<file path="src/rtl/mem_image_loader.sv">
// Moves a byte image between a word-wide valid/ready stream and a byte-wide memory port.
// Loads unpack stream words into byte writes; dumps pack byte reads back into stream words.
module mem_image_loader #(
    parameter int unsigned DATA_W     = 32,
    parameter int unsigned ADDR_W     = 12,
    parameter bit          BIG_ENDIAN = 1'b0
) (
    input  logic              clk,
    input  logic              rst_n,
    input  logic              start_load,
    input  logic              start_dump,
    input  logic              abort,
    input  logic [ADDR_W-1:0] base_addr,
    input  logic [ADDR_W:0]   byte_count,
    input  logic              in_valid,
    output logic              in_ready,
    input  logic [DATA_W-1:0] in_data,
    output logic              out_valid,
    input  logic              out_ready,
    output logic [DATA_W-1:0] out_data,
    output logic              mem_we,
    output logic              mem_re,
    output logic [ADDR_W-1:0] mem_addr,
    output logic [7:0]        mem_wdata,
    input  logic [7:0]        mem_rdata,
    output logic              busy,
    output logic              done,
    output logic              error
);
    localparam int unsigned       BYTES     = DATA_W / 8;
    localparam int unsigned       LANE_W    = (BYTES > 1) ? $clog2(BYTES) : 1;
    localparam logic [LANE_W-1:0] LAST_LANE = LANE_W'(BYTES - 1);
    localparam logic [ADDR_W:0]   ONE_LEFT  = (ADDR_W + 1)'(1);

    typedef enum logic [2:0] {
        StIdle,
        StLoadAcc,
        StLoadWr,
        StDumpRd,
        StDumpOut,
        StDone
    } state_e;

    state_e            state_q, state_d;
    logic [ADDR_W-1:0] addr_q, addr_d;
    logic [ADDR_W:0]   remain_q, remain_d;
    logic [DATA_W-1:0] word_q, word_d;
    logic [LANE_W-1:0] idx_q, idx_d;
    logic [LANE_W-1:0] rd_lane_q, rd_lane_d;
    logic              rd_pend_q, rd_pend_d;
    logic              error_q, error_d;
    logic [LANE_W-1:0] lane;

    // Byte index within the word, mapped onto the data lane it occupies.
    assign lane = BIG_ENDIAN ? (LAST_LANE - idx_q) : idx_q;

    always_comb begin
        state_d   = state_q;
        addr_d    = addr_q;
        remain_d  = remain_q;
        word_d    = word_q;
        idx_d     = idx_q;
        rd_lane_d = rd_lane_q;
        rd_pend_d = 1'b0;
        error_d   = error_q;
        in_ready  = 1'b0;
        out_valid = 1'b0;
        mem_we    = 1'b0;
        mem_re    = 1'b0;
        done      = 1'b0;

        // Read data returns one cycle after the strobe; drop it into the lane recorded then.
        if (rd_pend_q) begin
            word_d[rd_lane_q*8 +: 8] = mem_rdata;
        end

        unique case (state_q)
            StIdle: begin
                if (!abort && (start_load || start_dump)) begin
                    addr_d   = base_addr;
                    remain_d = byte_count;
                    idx_d    = '0;
                    word_d   = '0;
                    error_d  = 1'b0;
                    if (byte_count == '0) begin
                        state_d = StDone;
                    end else if (start_load) begin
                        state_d = StLoadAcc;
                    end else begin
                        state_d = StDumpRd;
                    end
                end
            end
            StLoadAcc: begin
                in_ready = !abort;
                if (in_valid && in_ready) begin
                    word_d  = in_data;
                    idx_d   = '0;
                    state_d = StLoadWr;
                end
            end
            StLoadWr: begin
                mem_we   = !abort;
                addr_d   = addr_q + ADDR_W'(1);
                remain_d = remain_q - ONE_LEFT;
                idx_d    = idx_q + LANE_W'(1);
                // Flag only a wrap that another byte will actually use.
                if (addr_q == '1 && remain_q != ONE_LEFT) begin
                    error_d = 1'b1;
                end
                if (remain_q == ONE_LEFT) begin
                    state_d = StDone;
                end else if (idx_q == LAST_LANE) begin
                    state_d = StLoadAcc;
                end
            end
            StDumpRd: begin
                mem_re    = !abort;
                rd_pend_d = !abort;
                rd_lane_d = lane;
                addr_d    = addr_q + ADDR_W'(1);
                remain_d  = remain_q - ONE_LEFT;
                idx_d     = idx_q + LANE_W'(1);
                if (addr_q == '1 && remain_q != ONE_LEFT) begin
                    error_d = 1'b1;
                end
                if (remain_q == ONE_LEFT || idx_q == LAST_LANE) begin
                    state_d = StDumpOut;
                end
            end
            StDumpOut: begin
                // Hold off until the last outstanding byte has landed in the word.
                out_valid = !rd_pend_q && !abort;
                if (out_valid && out_ready) begin
                    if (remain_q == '0) begin
                        state_d = StDone;
                    end else begin
                        word_d  = '0;
                        idx_d   = '0;
                        state_d = StDumpRd;
                    end
                end
            end
            StDone: begin
                done    = !abort;
                state_d = StIdle;
            end
            default: state_d = StIdle;
        endcase

        if (abort && state_q != StIdle) begin
            state_d   = StIdle;
            rd_pend_d = 1'b0;
            error_d   = error_q;
        end
    end

    always_ff @(posedge clk or negedge rst_n) begin
        if (!rst_n) begin
            state_q   <= StIdle;
            addr_q    <= '0;
            remain_q  <= '0;
            word_q    <= '0;
            idx_q     <= '0;
            rd_lane_q <= '0;
            rd_pend_q <= 1'b0;
            error_q   <= 1'b0;
        end else begin
            state_q   <= state_d;
            addr_q    <= addr_d;
            remain_q  <= remain_d;
            word_q    <= word_d;
            idx_q     <= idx_d;
            rd_lane_q <= rd_lane_d;
            rd_pend_q <= rd_pend_d;
            error_q   <= error_d;
        end
    end

    assign mem_addr  = addr_q;
    assign mem_wdata = mem_we ? word_q[lane*8 +: 8] : 8'h00;
    assign out_data  = out_valid ? word_q : '0;
    assign busy      = (state_q != StIdle);
    assign error     = error_q;

endmodule

</file>
<file path="config.mk">
export PLATFORM = sky130hd
export DESIGN_NAME = mem_image_loader
export DESIGN_NICKNAME = d
export VERILOG_FILES = /design/src/rtl/mem_image_loader.sv
export SDC_FILE = /design/constraint.sdc
export NUM_CORES = 1
export LEC_CHECK = 0
export BUFFER_PORTS_ARGS = -buffer_cell sky130_fd_sc_hd__clkbuf_2
export CAP_MARGIN = 0
export CELL_PAD_IN_SITES_DETAIL_PLACEMENT = 1
export CELL_PAD_IN_SITES_GLOBAL_PLACEMENT = 2
export CORE_MARGIN = 1.5
export CORE_UTILIZATION = 30
export CTS_BUF_LIST = sky130_fd_sc_hd__clkbuf_8 sky130_fd_sc_hd__clkbuf_16
export CTS_CLUSTER_DIAMETER = 120
export DETAILED_ROUTE_END_ITERATION = 10
export HOLD_SLACK_MARGIN = 0.02
export PLACE_DENSITY_LB_ADDON = 0.1
export SYNTH_ARGS = -nofsm -noshare
export SYNTH_HDL_FRONTEND = slang
export SYNTH_SLANG_ARGS = --single-unit
export TNS_END_PERCENT = 1
</file>
<file path="constraint.sdc">
create_clock -name clk -period 2.6 [get_ports clk]
set_input_delay 0.52 -clock clk [delete_from_list [all_inputs] [get_ports clk]]
set_output_delay 0.52 -clock clk [all_outputs]
set_load 0.05 [all_outputs]
</file>
==> impl_metrics.py <==
metrics = {
    "status": {
        "status": "completed",
    },
    "yosys": {
        "synth.area.top_cells": "dfrtp_1 (40%), a22oi_1 (6.4%), nand2_1 (6.4%)",
        "synth_cell_type_count": 48,
        "yosys_warnings": 0,
        "synth_nets": 556,
        "avgSynthCellArea_sq_um": 8.69,
        "synth_ff_type": "dfrtp_1",
        "synth_cells": 474,
        "async_flop_share_pct": 100,
        "yosys_register_bits": 66,
        "syn_area_sq_um": 4120,
        "synth_edf_count": 0,
        "synth_top_area_share_pct": 40.1,
        "ys_seq_area_share_pct": 40.1,
        "synth_area_leader_cell": "dfrtp_1",
    },
    "global_routing": {
        "grt_pass1_wl_mm": 24.1,
        "grt_max_degree": 48,
        "gr-total-overflow": 0,
        "track_usage_pct": 21.5,
        "grt_antenna_before_repair": 0,
        "met3_usage_pct": 5.57,
        "gr-usage-met1_pct": 27.4,
        "grt_pass1_vias": 4508,
        "grt.busiest_layer": "met2",
        "use_met2_pct": 36.1,
    },
    "critical_path": {
        "critPathCaptureType": "primary output",
        "worstPathRequired_ns": 2.08,
        "critPathLaunchType": "register",
        "reg2reg_from": "remain_q[0]",
        "crit_path_max_fanout": 32,
        "rr_worst_depth": 7,
        "critPathKind": "register to primary output",
        "worstPathArrival_ns": 2.00,
        "r2r-end": "remain_q[10]",
        "reg2reg_slack_ns": 0.20,
    },
    "sta": {
        "slew_headroom_pct": 63.6,
        "min_period_over_period_pct": 96.8,
        "rsz0062_at_grt": "true",
        "period_needed_ns": 2.52,
        "slew_viol_final": 0,
        "finalSetupViolations": 0,
        "finalSetupTns_ns": 0,
        "fmax_mhz": 397,
        "hold_viol": 0,
        "worst_slew_pin_slew_ns": 0.546,
        "fin_skew_ns": 0.00644,
    },
    "power_and_ir_drop": {
        "power.internal_w": 0.00328,
        "p_leak_nw": 2.52,
        "ir_drop_v": 0.000387,
        "power_density_nw_per_um2": 1120,
        "seqPwrFrac_pct": 33.7,
        "switching_share_pct": 47.3,
        "p_comb_share_pct": 48.4,
        "p_switching_w": 0.00295,
        "p_clk_share_pct": 17.9,
    },
    "cells_and_area": {
        "fin_cells": 787,
        "final_nets": 688,
        "nFillCells": 1618,
        "drive_above_1_share_pct": 32.9,
        "syn2layout_area_growth_pct": 34.6,
        "antenna-diode-count": 0,
    },
    "die": {
        "dieHeight_um": 120,
        "num_io_pins": 131,
        "die_area_sq_um": 14400,
        "initial_core_util_pct": 31.0,
        "row_count": 42,
        "core_area_sq_um": 13300,
        "die_width_um": 120,
    },
    "cts": {
        "cts.reportedPaths.clkPinSlew_ns": 0.06,
        "numCtsBuffers": 9,
        "cts_sinks": 66,
        "cts_tree": "built",
        "htree_num_levels": 3,
        "clk_latency_ns": 0.35,
        "cts_hold_buf": 0,
        "root_buffer": "clkbuf_16",
        "cts_setup_buffers": 0,
        "max-clock-path-buffers": 2,
    },
    "drt": {
        "drt-pass1-iter-count": 4,
        "viasPerCell": 5.42,
        "wl_mm": 15.3,
        "via_count": 4264,
        "drtIter0Drc": 172,
        "drc": 0,
        "drt-wirelength-per-cell_um": 19.5,
        "antenna_left": 0,
    },
    "worst_hold_path": {
        "hold_class": "primary input to async pin",
    },
    "place": {
        "hpwl_mm": 10.9,
        "place_congestion": 0.765,
        "dpl.cell_count": 771,
        "io_buffers": 130,
    },
    "run": {
        "maxCapViolCount": 0,
    },
}
## cell families (layout without fill, tap and decap cells)
| kind of cell | count (synthesis) | count (layout) | synth area share, % |
|---|---|---|---|
| buffers and inverters | 43 | 180 | 3.95 |
| AOI/OAI and AO/OA | 156 | 156 | 24.1 |
| adders and majority gates | 10 | 10 | 3.04 |
| and+or+nand+nor | 188 | 188 | 23.6 |
| muxes | 11 | 11 | 5.19 |
| DFF | 66 | 66 | 40.1 |
## worst max-delay path by stage
stage	slack [ns]	endpoint	from
after floorplan	-0.07	out_data[22]	state_q[0]
after global placement	0.20	remain_q[10]	remain_q[0]
after detailed placement	0.15	remain_q[10]	remain_q[1]
after CTS	0.002	out_data[19]	state_q[1]
after global routing	-0.005	out_data[16]	state_q[1]
final	0.08	out_data[16]	state_q[1]
## area by class of cell
| type | instances | area [sq um] | area share [%] |
|---|---|---|---|
| multi-input combinational | 365 | 2360 | 42.6 |
| sequential | 66 | 1650 | 29.8 |
| timing repair buffer | 154 | 1000 | 18.1 |
| clock buffer | 10 | 239 | 4.31 |
| tap | 176 | 220 | 3.97 |
| inverter | 10 | 37.5 | 0.677 |
| clock inverter | 6 | 26.3 | 0.474 |
## worst max-delay path, cell delays in order, from the launching register on
cell	delay [ns]
dfrtp_1	0.37
or2_2	0.35
nor2_2	0.11
nand2_1	0.12
nor2_4	0.15
buf_12	0.17
and2_1	0.15
clkbuf_4	0.23
## sequential cells by signal (all words and copies together) (netlist names)
name,count
error,1
idx_q,2
mem_addr,12
rd_lane_q,2
rd_pend_q,1
remain_q,13
state_q,3
word_q,32
## through the flow
| step | hold WS, ns | setup slack, ns | utilization (%) | power, W | area [sq um] |
|---|---|---|---|---|---|
| final | 0.150 | 0.0825 | 41.7 | 0.00622 | 5540 |
| after CTS | 0.169 | 0.00177 | 41.2 | 0.00624 | 5480 |
| after floorplan | 0.224 | -0.0716 | - | 0.00409 | 4130 |
| after global placement | 0.513 | 0.196 | 38.9 | 0.00499 | 5170 |
| after global routing | 0.182 | -0.00511 | 41.7 | 0.00668 | 5540 |
| after detailed placement | 0.539 | 0.149 | 38.9 | 0.00509 | 5170 |
## power by group through the flow
stage / clock network, W / logic (W) / registers (W)
2_1_floorplan: 0 / 0.00193 / 0.00216
3_3_place_gp: 0 / 0.00292 / 0.00207
3_5_place_dp: 0 / 0.00300 / 0.00209
4_1_cts: 0.00114 / 0.00301 / 0.00208
5_1_grt: 0.00119 / 0.00332 / 0.00217
6_report: 0.00111 / 0.00301 / 0.00209
## layout by cell type, fill, tap and decap left out, drive strengths merged, types with 6 or more instances in the layout
cell and count:
clkbuf 111, nand2 70, dfrtp 66, buf 53, o21ai 51, a22oi 35
and2 33, a21oi 27, nor2 22, and3 13, inv 13, o22ai 10
ha 10, mux4 8, nor3 8, nor4 7, nand3 6, a2bb2oi 6
a31oi 6
## layer usage
| layer | vias up | part of all wire (%) |
|---|---|---|
| li1 | 2009 | - |
| met1 | 2136 | 45 |
| met2 | 101 | 49 |
| met3 | 18 | 4.8 |
| met4 | 0 | 1.2 |
| met5 | - | 0 |
## cell usage after synthesis, types with 3 or more instances
library cell / n
a22oi_1: 35
o32ai_1: 3
or2_2: 3
o22ai_1: 10
nor2b_1: 3
nand4_1: 3
mux2_2: 3
nor4b_1: 3
nand2_1: 70
nand2b_1: 3
nor4_1: 7
a211oi_1: 3
ha_1: 10
nand3_1: 6
nor2_1: 22
and3_1: 13
and2_1: 33
a31oi_1: 6
clkbuf_1: 32
a21oi_1: 27
a2bb2oi_1: 6
o21ai_0: 51
inv_1: 10
dfrtp_1: 66
mux4_2: 8
nor3_1: 8
## what timing repair did
action | in CTS | in global routing
resized for setup | 18 | 58
setup endpoints to repair | 35 | 32
gates cloned | 0 | 0
(Power assumes the default switching activity.)
